**src/rtl/alu_acc_ctrl.sv**
```systemverilog
// Accumulator/sequencer wrapped around an external combinational add/sub stage.
// Accepts LOAD/ADD/SUB/CLR commands and returns acc plus flags over a valid/ready pair.
module alu_acc_ctrl #(
    parameter int WIDTH    = 4,
    parameter int STICKY_V = 1
) (
    input  logic             clk,
    input  logic             rst,
    input  logic             cmd_valid,
    output logic             cmd_ready,
    input  logic [1:0]       cmd_op,
    input  logic [WIDTH-1:0] cmd_data,
    output logic [WIDTH-1:0] as_a,
    output logic [WIDTH-1:0] as_b,
    output logic             as_op,
    input  logic [WIDTH-1:0] as_s,
    input  logic             as_c,
    input  logic             as_v,
    output logic [WIDTH-1:0] acc,
    output logic             flag_c,
    output logic             flag_v,
    output logic             flag_z,
    output logic             flag_n,
    output logic             ovf_sticky,
    output logic             res_valid,
    input  logic             res_ready
);

    // state | meaning
    // IDLE  | waiting for a command (cmd_ready high)
    // EXEC  | add/sub operands registered; capture its result this cycle
    // RESP  | result and flags presented (res_valid high) until res_ready
    typedef enum logic [1:0] {
        IDLE = 2'd0,
        EXEC = 2'd1,
        RESP = 2'd2
    } state_t;

    localparam logic [1:0] OP_LOAD = 2'b00;
    localparam logic [1:0] OP_ADD  = 2'b01;
    localparam logic [1:0] OP_SUB  = 2'b10;
    localparam logic [1:0] OP_CLR  = 2'b11;

    state_t state;
    state_t state_next;
    logic   sticky_q;
    logic   is_arith;

    assign is_arith = (cmd_op == OP_ADD) || (cmd_op == OP_SUB);

    always_ff @(posedge clk) begin
        if (rst) begin
            state <= IDLE;
        end else begin
            state <= state_next;
        end
    end

    always_comb begin
        state_next = state;
        cmd_ready  = 1'b0;
        res_valid  = 1'b0;
        case (state)
            IDLE: begin
                cmd_ready = 1'b1;
                if (cmd_valid) begin
                    state_next = is_arith ? EXEC : RESP;
                end
            end
            EXEC: begin
                state_next = RESP;
            end
            RESP: begin
                res_valid = 1'b1;
                if (res_ready) begin
                    state_next = IDLE;
                end
            end
            default: begin
                state_next = IDLE;
            end
        endcase
    end

    always_ff @(posedge clk) begin
        if (rst) begin
            acc      <= '0;
            as_a     <= '0;
            as_b     <= '0;
            as_op    <= 1'b0;
            flag_c   <= 1'b0;
            flag_v   <= 1'b0;
            flag_z   <= 1'b1;
            flag_n   <= 1'b0;
            sticky_q <= 1'b0;
        end else if (state == IDLE && cmd_valid) begin
            case (cmd_op)
                OP_LOAD: begin
                    acc    <= cmd_data;
                    flag_c <= 1'b0;
                    flag_v <= 1'b0;
                    flag_z <= (cmd_data == '0);
                    flag_n <= cmd_data[WIDTH-1];
                end
                OP_CLR: begin
                    acc      <= '0;
                    flag_c   <= 1'b0;
                    flag_v   <= 1'b0;
                    flag_z   <= 1'b1;
                    flag_n   <= 1'b0;
                    sticky_q <= 1'b0;
                end
                default: begin
                    as_a  <= acc;
                    as_b  <= cmd_data;
                    as_op <= cmd_op[1];
                end
            endcase
        end else if (state == EXEC) begin
            // adder is combinational from the registered operands, so its outputs are settled here
            acc      <= as_s;
            flag_c   <= as_c;
            flag_v   <= as_v;
            flag_z   <= (as_s == '0);
            flag_n   <= as_s[WIDTH-1];
            sticky_q <= sticky_q | as_v;
        end
    end

    assign ovf_sticky = (STICKY_V != 0) ? sticky_q : 1'b0;

endmodule

```
**config.mk**
```make
export PLATFORM = sky130hd
export DESIGN_NAME = alu_acc_ctrl
export DESIGN_NICKNAME = d
export VERILOG_FILES = /design/src/rtl/alu_acc_ctrl.sv
export SDC_FILE = /design/constraint.sdc
export NUM_CORES = 1
export LEC_CHECK = 0
export ABC_CLOCK_PERIOD_IN_PS = 4100
export CAP_MARGIN = 20
export CORE_ASPECT_RATIO = 0.75
export CORE_MARGIN = 2
export CORE_UTILIZATION = 36
export DETAILED_ROUTE_END_ITERATION = 8
export MAX_ROUTING_LAYER = met4
export PLACE_DENSITY = 0.79
export RECOVER_POWER = 100
export SYNTH_ARGS = -nofsm -noshare
export SYNTH_HDL_FRONTEND = slang
export SYNTH_SLANG_ARGS = --single-unit
```
**constraint.sdc**
```tcl
create_clock -name clk -period 4.1 [get_ports clk]
set_clock_uncertainty 0.1 [all_clocks]
set_input_delay 0.41 -clock clk [delete_from_list [all_inputs] [get_ports clk]]
set_output_delay 0.41 -clock clk [all_outputs]
set_load 0.01 [all_outputs]
```
==> results by group <==
Route
  – Residual DRC: 0
  – Final WL: approximately 2100 um
  – DRT iter0 DRCs: 28
  – Antenna viol nets, final: 0
  – Drt pass-1 iters: 4
  – Via/cell ratio: 5.30
  – Routed len/inst: ~13 um
  – Vias: about 820

GRT
  – Grt ovf: 0
  – Initial antenna violation count: 0
  – Met2 Use GR: 27.7%
  – Met3 Use GR: 5.40%
  – Most used routing layer: met2
  – Vias in the first global route: approximately 760
  – Global-route wire length before repair: 3480 um
  – GRT Total Usage: roughly 18%
  – Met1 Usage GRT: a little under a quarter
  – Pin count of the biggest net entering global routing: 20

Synthesis
  – Compound-cell area share of the yosys netlist: roughly a fifth
  – Adder-cell share of the synthesized area: between 3 and 4%
  – Post-synth top area share: between 40% and 50%
  – Post-synth EDFFs: 0
  – Mean Syn Cell Area: around 8.5 um2
  – Post-synthesis mux area share: 0%
  – Post-Synth XOR/XNOR Area: 0%
  – Post-Synthesis Cell Area: about 830 um2
  – Sequential area share after synthesis: 46.0%
  – Yosys warnings: 0
  – Largest area contributor in the netlist: dfxtp_1
  – Async S/R FF share, synth: 0%
  – Mapped Cells: 97
  – Largest family of logic cells by synthesized area: simple AND/OR/NAND/NOR gates
  – Main flop type after synthesis: dfxtp_1
  – Syn Nets: 115
  – Simple-gate share of the synthesized area: about a quarter
  – Register bit count reported by yosys: 19
  – Commonest cells in the netlist: dfxtp_1 (19), nand2_1 (19), a21oi_1 (14)
  – Top cells by area, synth: dfxtp_1 (46%), nand2_1 (8.6%), a21oi_1 (8.5%)
  – Distinct cells, synth: 28

STA
  – Maximum clock rate: between 400 and 500 MHz
  – Tmin final: between 2 and 2.5 ns
  – Setup_tns: 0 ns
  – Final slew viol count: 0
  – Hold Vio Cnt, Final: 0
  – RSZ-0062 raised after global routing: no
  – Pin slew with the least headroom to its limit: around 0.67 ns
  – Final period util: a little over half
  – Slew margin rel.: a little under three fifths
  – Final setup violation count: 0

Clock network
  – Post-CTS Hold Buffers: 0
  – CTS Sinks: 19
  – Root Buffer: clkbuf_4
  – CTS tree: done
  – CTS Buf Count: 3
  – H-tree lvl count: 1
  – Max Root-Sink Buffers: 2
  – Worst-Skew Late Latency: a little under 0.3 ns
  – Post-CTS setup buffers: 0
  – Worst-path clk slew: about 0.10 ns
  – CTS resizes: 0

Finish
  – Final instance area: between 1000 and 1500 um2
  – Fill count: between 200 and 250
  – Area Growth Syn to Fin: 44.5%
  – Final net count: 150
  – ANT cells: 0
  – Layout cells sized above 1: 3.82%

Floorplan
  – Die Y: 45.5 um
  – Initial Util: between 30% and 40%
  – Row cnt: 14
  – Core Footprint: between 2000 and 2500 um2
  – Die ar.: between 2000 and 3000 um2
  – Die W: between 50 and 60 um
  – Io pins: 36

Outcome
  – Status: complete, no violations

Critical path
  – Startpoint Class: flip-flop
  – WP data required: about 3.6 ns
  – Worst reg2reg setup slack: between 2 and 2.5 ns
  – RR Endpoint: as_a[3]$_SDFFE_PP0P_
  – Critical Path Sink Type: output pin
  – Crit path max fanout: 10
  – Worst R2R Path Depth: 4
  – WP data arrival: between 1.5 and 2 ns
  – Crit Path Class: flip-flop to output pin
  – Worst reg2reg startpoint: state[1]$_SDFFE_PP0P_

Placed design
  – Placed Area: 1170 um2
  – RD Place Congestion: roughly 0.91
  – HPWL reported at the end of detailed placement: 1580 um
  – IO buf count: 35

Flow run
  – Max_cap viols: 0

Power and ir drop
  – PwrDens: about 320 nW/um2
  – Peak supply drop: around 160 uV
  – Leak: around 0.00049 uW

Min path
  – HP Class: flip-flop to flip-flop
  – Worst hold endpoint: as_a[1]$_SDFFE_PP0P_
  – Hold Crit Depth: 2
  – Hold wc startpoint: as_a[1]$_SDFFE_PP0P_
## per-stage QoR
| step | util (%) | instances | total power [uW] | hold WS, ns | worst slack [ns] |
|---|---|---|---|---|---|
| after detailed placement | 56.3 | 151 | 306 | 0.346 | 1.89 |
| after global routing | 57.3 | 155 | 411 | 0.382 | 1.86 |
| final | 57.3 | 155 | 388 | 0.358 | 1.96 |
| after floorplan | - | 97 | 259 | 0.381 | 2.55 |
| after CTS | 57.6 | 155 | 400 | 0.361 | 1.98 |
| after global placement | 56.3 | 151 | 304 | 0.343 | 1.96 |
## routing by layer
layer  part of all wire [%]  routed length (um)
met5                      0                   0
met4                   0.73                  15
met3                    8.0                 165
met2                     45                 936
met1                     46                 947
## layout make-up
cell class                 instances  area (um2)  share of cell area, %
timing repair buffer              35         350                   29.3
tap                               24        30.0                   2.51
multi-input combinational         70         397                   33.2
inverter                           3        11.3                  0.942
sequential                        19         380                   31.8
clock buffer                       4        26.3                   2.20
## registers in the layout, summed over array words and instances, names as in the netlist
signal and flops:
state 2, acc 4, flag_c 1, flag_v 1, as_op 1, as_b 4, as_a 4, flag_z 1
ovf_sticky 1
## worst max-delay path, stage by stage (launching register included)
cell,delay (ns)
dfxtp_1,0.51
nor2b_1,0.21
dlygate4sd3_1,0.63
## report_power, final
| part | internal (uW) | leakage, uW | total, uW | switching [uW] |
|---|---|---|---|---|
| registers | 196 | 0.000155 | 205 | 8.90 |
| clock network | 37.8 | 0.0000150 | 93.0 | 55.1 |
| logic | 46.6 | 0.000315 | 90.2 | 43.6 |
## placed cells by master (no fill, tap or decap)
| master | netlist | layout |
|---|---|---|
| nor3_1 | 4 | 4 |
| ha_1 | 2 | 2 |
| nor2_4 | 1 | 1 |
| or3b_1 | 1 | 1 |
| o2bb2ai_1 | 1 | 1 |
| a22oi_1 | 2 | 2 |
| dlygate4sd3_1 | 0 | 23 |
| a21oi_1 | 14 | 14 |
| nor2b_1 | 1 | 1 |
| and4b_1 | 1 | 1 |
| and2_1 | 1 | 1 |
| nor2_1 | 8 | 8 |
| clkbuf_4 | 0 | 3 |
| clkdlybuf4s50_1 | 0 | 12 |
| a211oi_1 | 1 | 1 |
| clkbuf_1 | 2 | 1 |
| dfxtp_1 | 19 | 19 |
| inv_1 | 3 | 3 |
| or3b_4 | 1 | 1 |
| nand2_1 | 19 | 19 |
| o31a_1 | 1 | 1 |
| o21ai_0 | 1 | 2 |
| a21o_1 | 2 | 2 |
| a221oi_1 | 3 | 3 |
| nand2b_1 | 2 | 2 |
| nor3b_1 | 1 | 2 |
| or4_1 | 1 | 1 |
## cell families (layout without fill, tap and decap cells)
kind of cell | after synthesis | after routing
adders and majority gates | 2 | 2
and+or+nand+nor | 42 | 42
AOI/OAI and AO/OA | 26 | 26
DFF | 19 | 19
buffers and inverters | 8 | 42
## worst max-delay path by stage
stage / start / to / slack, ns / depth (start not counted)
global route: state[1]$_SDFFE_PP0P_ / res_valid / 1.86 / 2
finish: state[1]$_SDFFE_PP0P_ / res_valid / 1.96 / 2
detailed placement: cmd_op[1] / acc[2]$_SDFFE_PP0P_ / 1.89 / 6
floorplan: cmd_op[0] / acc[2]$_SDFFE_PP0P_ / 2.55 / 5
global placement: cmd_op[1] / acc[2]$_SDFFE_PP0P_ / 1.96 / 6
CTS: state[1]$_SDFFE_PP0P_ / res_valid / 1.98 / 2
(Power assumes the default switching activity.)
